`config.mk`:
```
export PLATFORM = sky130hd
export DESIGN_NAME = trace_capture
export DESIGN_NICKNAME = d
export VERILOG_FILES = /design/src/rtl/trace_pkg.sv /design/src/rtl/trace_ram.sv /design/src/rtl/trace_capture.sv
export SDC_FILE = /design/constraint.sdc
export NUM_CORES = 1
export LEC_CHECK = 0
export CORE_ASPECT_RATIO = 2
export CORE_MARGIN = 1.5
export CORE_UTILIZATION = 35
export DETAILED_ROUTE_END_ITERATION = 8
export PLACE_DENSITY = 0.57
export SLEW_MARGIN = 20
export SYNTH_ARGS = -nofsm -noshare
export SYNTH_HDL_FRONTEND = slang
export SYNTH_HIERARCHICAL = 1
export SYNTH_SLANG_ARGS = --single-unit
```
`constraint.sdc`:
```
create_clock -name clk -period 8.99 [get_ports clk]
set_input_delay 1.798 -clock clk [delete_from_list [all_inputs] [get_ports clk]]
set_output_delay 1.798 -clock clk [all_outputs]
set_load 0.005 [all_outputs]
```
`src/rtl/trace_pkg.sv`:
```
// ============================================================
// trace_pkg : shared types and helpers for the trace capture block
// Rev 1.0
// ============================================================
`default_nettype none

package trace_pkg;

    localparam int STATE_W = 2;

    typedef enum logic [STATE_W-1:0] {
        ST_IDLE  = 2'd0,
        ST_ARMED = 2'd1,
        ST_POST  = 2'd2,
        ST_DONE  = 2'd3
    } state_t;

    // One RAM word holds the snapshot plus its per-channel changed mask.
    function automatic int entry_w(input int width, input int channels);
        return width * channels + channels;
    endfunction

endpackage

`default_nettype wire

```
`src/rtl/trace_ram.sv`:
```
// ============================================================
// trace_ram : DEPTH-entry trace store, synchronous write, asynchronous read
// Rev 1.0
// ============================================================
`default_nettype none

module trace_ram #(
    parameter int DEPTH  = 16,
    parameter int ADDR_W = 4,
    parameter int DW     = 54
) (
    input  logic              clk,
    input  logic              we,
    input  logic [ADDR_W-1:0] waddr,
    input  logic [DW-1:0]     wdata,
    input  logic [ADDR_W-1:0] raddr,
    output logic [DW-1:0]     rdata
);

    logic [DW-1:0] mem [DEPTH];

    always_ff @(posedge clk) begin
        if (we) begin
            mem[waddr] <= wdata;
        end
    end

    assign rdata = mem[raddr];

endmodule

`default_nettype wire

```
`src/rtl/trace_capture.sv`:
```
// ============================================================
// trace_capture : arm/trigger register trace buffer with drain stream
// Rev 1.0
// ============================================================
`default_nettype none

module trace_capture
    import trace_pkg::*;
#(
    parameter int WIDTH    = 8,
    parameter int CHANNELS = 6,
    parameter int DEPTH    = 16,
    parameter int POST     = 4,
    parameter int MODE     = 0
) (
    input  logic                        clk,
    input  logic                        resetBar,
    input  logic                        en,
    input  logic [CHANNELS*WIDTH-1:0]   chans,
    input  logic                        arm,
    input  logic                        trig,
    output logic                        rd_valid,
    input  logic                        rd_ready,
    output logic [CHANNELS*WIDTH-1:0]   rd_data,
    output logic [CHANNELS-1:0]         rd_mask,
    output logic                        rd_last,
    output logic                        busy,
    output logic [STATE_W-1:0]          state
);

    localparam int DW = CHANNELS * WIDTH;
    localparam int EW = entry_w(WIDTH, CHANNELS);
    localparam int AW = $clog2(DEPTH);
    localparam int CW = AW + 1;

    if (DEPTH < 2 || (DEPTH & (DEPTH - 1)) != 0 || POST < 1 || POST >= DEPTH) begin : g_bad_params
        $error("trace_capture: DEPTH must be a power of two >= 2 and POST in 1..DEPTH-1");
    end

    state_t          st;
    logic [AW-1:0]   wr_ptr;
    logic [AW-1:0]   rd_ptr;
    logic [CW-1:0]   fill;
    logic [CW-1:0]   remaining;
    logic [CW-1:0]   post_cnt;
    logic [DW-1:0]   prev;
    logic            first;

    logic [CHANNELS-1:0] ch_mask;
    logic [EW-1:0]       rd_entry;
    logic                sample;
    logic [CW-1:0]       fill_inc;
    logic [CW-1:0]       post_inc;
    logic [AW-1:0]       wr_inc;
    logic [AW-1:0]       rd_start;

    for (genvar k = 0; k < CHANNELS; k++) begin : g_mask
        assign ch_mask[k] = first | (chans[k*WIDTH +: WIDTH] != prev[k*WIDTH +: WIDTH]);
    end

    // In change-only mode the first sample after arm is always kept.
    assign sample   = en && !arm && (st == ST_ARMED || st == ST_POST) &&
                      (MODE == 0 || first || (chans != prev));
    assign fill_inc = (fill == CW'(DEPTH)) ? fill : fill + 1'b1;
    assign post_inc = post_cnt + 1'b1;
    assign wr_inc   = wr_ptr + 1'b1;
    assign rd_start = wr_inc - fill_inc[AW-1:0];

    trace_ram #(
        .DEPTH  (DEPTH),
        .ADDR_W (AW),
        .DW     (EW)
    ) u_ram (
        .clk   (clk),
        .we    (sample),
        .waddr (wr_ptr),
        .wdata ({ch_mask, chans}),
        .raddr (rd_ptr),
        .rdata (rd_entry)
    );

    always_ff @(posedge clk or negedge resetBar) begin
        if (!resetBar) begin
            st        <= ST_IDLE;
            wr_ptr    <= '0;
            rd_ptr    <= '0;
            fill      <= '0;
            remaining <= '0;
            post_cnt  <= '0;
            prev      <= '0;
            first     <= 1'b0;
        end else begin
            if (sample) begin
                wr_ptr <= wr_inc;
                fill   <= fill_inc;
                prev   <= chans;
                first  <= 1'b0;
            end
            if (arm) begin
                st       <= ST_ARMED;
                fill     <= '0;
                first    <= 1'b1;
                post_cnt <= '0;
            end else begin
                case (st)
                    ST_ARMED: begin
                        if (trig) begin
                            if (sample) begin
                                post_cnt <= CW'(1);
                                if (POST == 1) begin
                                    st        <= ST_DONE;
                                    rd_ptr    <= rd_start;
                                    remaining <= fill_inc;
                                end else begin
                                    st <= ST_POST;
                                end
                            end else begin
                                post_cnt <= '0;
                                st       <= ST_POST;
                            end
                        end
                    end
                    ST_POST: begin
                        if (sample) begin
                            post_cnt <= post_inc;
                            if (post_inc == CW'(POST)) begin
                                st        <= ST_DONE;
                                rd_ptr    <= rd_start;
                                remaining <= fill_inc;
                            end
                        end
                    end
                    ST_DONE: begin
                        if (rd_valid && rd_ready) begin
                            rd_ptr    <= rd_ptr + 1'b1;
                            remaining <= remaining - 1'b1;
                            if (remaining == CW'(1)) begin
                                st <= ST_IDLE;
                            end
                        end
                    end
                    default: ;
                endcase
            end
        end
    end

    assign rd_valid = (st == ST_DONE) && (remaining != '0);
    assign rd_last  = rd_valid && (remaining == CW'(1));
    assign rd_data  = rd_entry[DW-1:0];
    assign rd_mask  = rd_entry[EW-1:DW];
    assign busy     = (st != ST_IDLE);
    assign state    = st;

endmodule

`default_nettype wire

```
==> results.toml, run 1 <==
[outcome]
status = "completed"

[power_and_ir_drop]
clkPwrFrac_pct = 28.5
comb_power_share_pct = 26.6
power_switching_mw = 3.41
ir_drop_uv = 204
netSwitchingFraction_pct = 28.7
p_total_mw = 11.9
intPower_mw = 8.45
powerDensity_nw_per_um2 = 282
leakage_nw = 13.5
seqPwrFrac_pct = 44.9

[synth]
ys_seq_elements = 938
yosysTopAreaCellShare_pct = 71.2
synth_nets = 1868
ys_types = 60
synthTopCellsByArea = "edfxtp_1 (71%), mux4_2 (13%), dfrtp_1 (5.1%), nand2_1 (2.3%), a22oi_1 (2.2%)"
synth_edf_count = 864
syn_inst = 1799
synth.avg_cell_area_um2 = 20.3
async_flop_share_pct = 7.89
synth-main-ff-cell = "edfxtp_1"
yosysWarnings = 6
yosysSeqAreaShare_pct = 76.2
yosys.area.top_type = "edfxtp_1"
netlist_area_um2 = 36500

[routing]
dr.first_iter.drc_count = 1491
vias = 17500
wl_per_cell_um = 24.8
ant_nets = 0
drc = 0
avgViaCountPerCell = 5.19
wl_um = 83800
drt_first_pass_iters = 6

[clocking]
cts_resized = 0
clk_pin_slew_worst_paths_ns = 0.07
cts_root_buf = "clkbuf_16"
cts_buffers = 78
clk_latency_ns = 0.65
cts_setup_buffers = 0
cts.sinks = 938
cts_max_level = 3
clk_path_buf_depth = 3
cts_tree = "yes"
ctsHoldBuffers = 0

[hold_path]
hp-start = "prev[37]"
hold_end = "prev[37]"
min_path_cells = 2
hold_path.class = "reg2reg"

[grt]
grtUsageTotal_pct = 16.0
grt_pass1_vias = 19100
grt_antenna_before_repair = 2
globalRouteOverflowTotal = 0
grt_pass1_wl_um = 125000
grt_max_degree = 120

[worst_setup_path]
start_kind = "flip-flop"
r2r_cells = 9
rr_endpoint = "u_ram/mem[1][46]"
crit_path_max_fanout = 77
crit_required_ns = 7.19
worst_setup_path_end_kind = "primary output"
cp.arrival_ns = 4.11
crit_type = "reg2out"
reg2reg_from = "state[1]"
r2r_slack_ns = 4.46

[sta]
final_hold_viol_count = 0
relSlewSlack_pct = 26.7
min_period_ns = 5.91
setup_viol_count_final = 0
rsz0062_at_grt = "no"
slew_violations = 0
setup_slack_ns = 3.08
skew_ns = 0.0208
tightest_slew_ns = 1.10
fmax_ghz = 0.169
min_period_over_period_pct = 65.8
setup_tns_ns = 0

[placement]
post-dp-hpwl_um = 50800
dp_cells = 3240
portBuffers = 112
place_congestion = 0.760
dp_slack_ns = 2.85

[finish]
final_util_pct = 40.6
final_common_cell = "edfxtp_1"
drive_above_1_share_pct = 21.1
final_cell_mix = "edfxtp_1 (864), nand2_1 (219), mux4_2 (216), clkdlybuf4s50_1 (111), a22oi_1 (108)"
area_growth_syn_to_layout_pct = 15.2
stdcell_count = 3383
final_nets = 2039

[floorplan]
fp.coreArea_um2 = 103000
fp.dieArea_um2 = 106000
die-width_um = 231
initial_core_util_pct = 35.3
fp-row-count = 167
io_pins = 113
fp.dieH_um = 459

[run]
cap_violations = 0
-- critical path, stage by stage (launching register included) --
cell,delay (ns)
dfrtp_4,0.96
buf_12,0.39
buf_16,0.48
mux4_2,0.59
a22oi_1,0.33
nand2_1,0.17
clkdlybuf4s50_1,0.49
-- cells in the mapped netlist (2+ instances only) --
library cell / n
a211oi_1: 2
a21o_1: 2
a21oi_1: 11
a221o_1: 3
a22oi_1: 108
and2_1: 2
buf_1: 6
buf_2: 23
buf_4: 4
buf_6: 15
clkbuf_1: 38
dfrtp_1: 74
edfxtp_1: 864
ha_1: 14
inv_1: 10
mux2_2: 2
mux2i_1: 2
mux4_2: 216
nand2_1: 219
nand2b_1: 8
nand3_1: 8
nand3b_1: 2
nand4_1: 14
nor2_1: 23
nor2b_1: 6
nor3_1: 12
nor3b_1: 2
o21ai_0: 9
o21ai_1: 6
or2_1: 3
or3_1: 3
xnor2_1: 49
xor2_1: 12
-- area by class of cell --
class                      count  area, µm²
inverter                      11       41.3
clock inverter                35        325
sequential                   938      27800
antenna                        1       2.50
multi-input combinational    764       8280
clock buffer                 105       2160
tap                         1352       1690
timing repair buffer         177       1690
fill                        9082      61400
-- cell families (layout without fill, tap and decap cells) --
group           Yosys count  count (layout)  share of synthesized area [%]
compound gates          157             157                           3.15
xor+xnor                 61              61                           1.47
fa+ha+maj                15              15                          0.535
buf+inv                  97             328                           1.43
flops                   938             938                           76.2
mux                     220             220                           13.5
other cells               0               1                              0
simple gates            311             311                           3.73
-- power by group through the flow --
stage	registers (mW)	logic [mW]	clock network, mW
floorplan	5.28	2.09	0
global placement	5.40	3.18	0
detailed placement	5.43	3.23	0
CTS	5.33	3.24	3.47
global route	5.36	3.44	3.61
finish	5.33	3.16	3.38
-- stage by stage --
stage          hold WS [ns]  cell area, µm²
2_1_floorplan         0.466           36500
6_report              0.498           42000
3_5_place_dp          0.484           39500
3_3_place_gp          0.478           39400
5_1_grt               0.512           42000
4_1_cts               0.500           41900
-- worst max-delay path by stage --
stage	cells past startpoint	endpoint	startpoint
after CTS	5	rd_data[15]	rd_ptr[0]
final	6	rd_data[15]	rd_ptr[0]
after floorplan	7	u_ram/mem[0][0]	en
after global placement	8	u_ram/mem[1][46]	en
after global routing	6	rd_data[15]	rd_ptr[0]
after detailed placement	8	u_ram/mem[1][3]	en
-- layer usage --
metal,vias to the layer above,share of wire [%],global-route usage (%)
met5,-,0.011,0
met4,2,2.4,4.87
met3,110,4.3,2.54
met2,409,55,29.5
met1,9401,38,18.9
li1,7621,-,-
-- state kept, by name (all words and copies together) (netlist names) --
name,flops
u_ram/mem,864
prev,48
fill,5
post_cnt,5
remaining,5
rd_ptr,4
wr_ptr,4
state,2
first,1
(Power assumes the default switching activity.)
==> run 2, diff against run 1 <==
Clock period 8.99 ns to 6.1 ns, I/O delays scaled along.
==> run 2 against run 1 <==
Compared with the run above:
- global-route usage up 0.42 points
- combinational power up 51%
- utilization up 0.34 points
- critical path type unchanged
- cell count up 0.18%
- non-clock buffer count down 4
- sequential share of layout area down 0.55 points
- clock-buffer cell count unchanged
- first-iteration DRC count down 23%
- largest power group unchanged
- via count up 0.18%
- worst hold slack worse by 0.050 ns
==> results.toml, run 2 (same netlist as run 1, synthesis figures left out) <==
[finish]
seq_area_um2 = 27800
n_fill_cell = 9117
final_cell_mix = "edfxtp_1 (864), nand2_1 (219), mux4_2 (216), clkdlybuf4s50_1 (111), a22oi_1 (108)"
area_growth_syn_to_layout_pct = 16.1
final_nets = 2038
max_flop_register = "u_ram/mem"
final_common_cell = "edfxtp_1"
largestRegisters = "u_ram/mem (864), prev (48)"
drive_above_1_share_pct = 21.5
multi_input_area_um2 = 8300
largest_register_ffs = 864

[worst_setup_path]
start_kind = "flip-flop"
crit_path_max_fanout = 40
r2r_slack_ns = 2.23
r2r_cells = 8
rr_endpoint = "u_ram/mem[1][4]"
crit_type = "reg2out"
reg2reg_from = "state[1]"
crit_required_ns = 4.88
slowest_stage = "dfrtp_4"
path_cells = "buf_12, mux4_2, a22oi_1, nand2_1, clkdlybuf4s50_1"
worst_setup_path_end_kind = "primary output"
cp.arrival_ns = 3.54
cpPeakStageDelay_ns = 0.90

[outcome]
status = "completed"

[grt]
globalRouteOverflowTotal = 0
grt_antenna_before_repair = 2
grt_pass1_wl_um = 127000
grtUsageTotal_pct = 16.4
grt_max_degree = 58
grt_pass1_vias = 19300

[routing]
ant_nets = 0
avgViaCountPerCell = 5.19
drt_first_pass_iters = 4
vias = 17600
dr.first_iter.drc_count = 1147
drc = 0
wl_um = 85700
wl_per_cell_um = 25.3

[floorplan]
fp.dieH_um = 459
fp-row-count = 167
initial_core_util_pct = 35.3
io_pins = 113
fp.dieArea_um2 = 106000
die-width_um = 231
fp.coreArea_um2 = 103000

[hold_path]
hold_path.class = "in2async"

[sta]
tightest_slew_ns = 0.979
final_hold_viol_count = 0
min_period_ns = 4.76
skew_ns = 0.0167
relSlewSlack_pct = 34.6
min_period_over_period_pct = 78.0
fmax_ghz = 0.210
rsz0062_at_grt = "no"
setup_viol_count_final = 0
setup_slack_ns = 1.34
setup_tns_ns = 0
whs_ns = 0.448
slew_violations = 0

[clocking]
cts_max_level = 3
clk_pin_slew_worst_paths_ns = 0.06
clk_latency_ns = 0.65
cts_tree = "yes"
cts_buffers = 81
ctsHoldBuffers = 0
cts_root_buf = "clkbuf_16"
cts.sinks = 938
cts_resized = 0
clk_path_buf_depth = 3
cts_setup_buffers = 0

[placement]
portBuffers = 112
place_congestion = 0.719
post-dp-hpwl_um = 49800
dp_slack_ns = 1.20

[power_and_ir_drop]
leakage_nw = 13.6
p_total_mw = 17.9
powerDensity_nw_per_um2 = 424
ir_drop_uv = 302

[run]
cap_violations = 0
run 2: how the worst max path moves through the flow:
stage | startpoint | to | slack [ns] | cells after the start
2_1_floorplan | en | u_ram/mem[1][0] | 0.81 | 7
3_3_place_gp | en | u_ram/mem[1][11] | 1.25 | 7
3_5_place_dp | en | u_ram/mem[1][5] | 1.20 | 7
4_1_cts | rd_ptr[0] | rd_data[47] | 1.15 | 5
5_1_grt | rd_ptr[0] | rd_data[10] | 1.13 | 5
6_report | rd_ptr[0] | rd_data[19] | 1.34 | 5
run 2: final cells by class:
cell class,instances,area share [%]
Sequential cell,938,65.7
Multi-Input combinational cell,764,19.6
Clock buffer,105,5.47
Timing Repair Buffer,173,4.14
Tap cell,1352,4.00
Clock inverter,45,1.02
Inverter,11,0.0975
Antenna cell,1,0.00591
run 2: report_power, final:
| part | total [mW] | switching, mW | internal [mW] |
|---|---|---|---|
| logic | 4.77 | 2.43 | 2.34 |
| clock network | 5.33 | 2.30 | 3.03 |
| registers | 7.83 | 0.378 | 7.45 |
| total | 17.9 | 5.11 | 12.8 |
run 2: routing by layer:
metal  wire length (µm)  GRT usage (%)
met5                  9              0
met4               2500           5.94
met3               3420           2.42
met2              47000           30.4
met1              32700           19.0
run 2: per-stage QoR:
step                cell area [µm²]  cells  util (%)
floorplan                     36500   1799         -
global route                  42300   3389      40.9
finish                        42300   3389      40.9
global placement              39600   3238      38.3
detailed placement            39600   3238      38.3
CTS                           42300   3388      40.9
run 2: worst max-delay path: cells and delay by family, from the launching register on:
kind	cells	cell delay (ns)
mux	1	0.57
buf+inv	2	0.86
flops	1	0.90
compound gates	1	0.35
simple gates	1	0.15
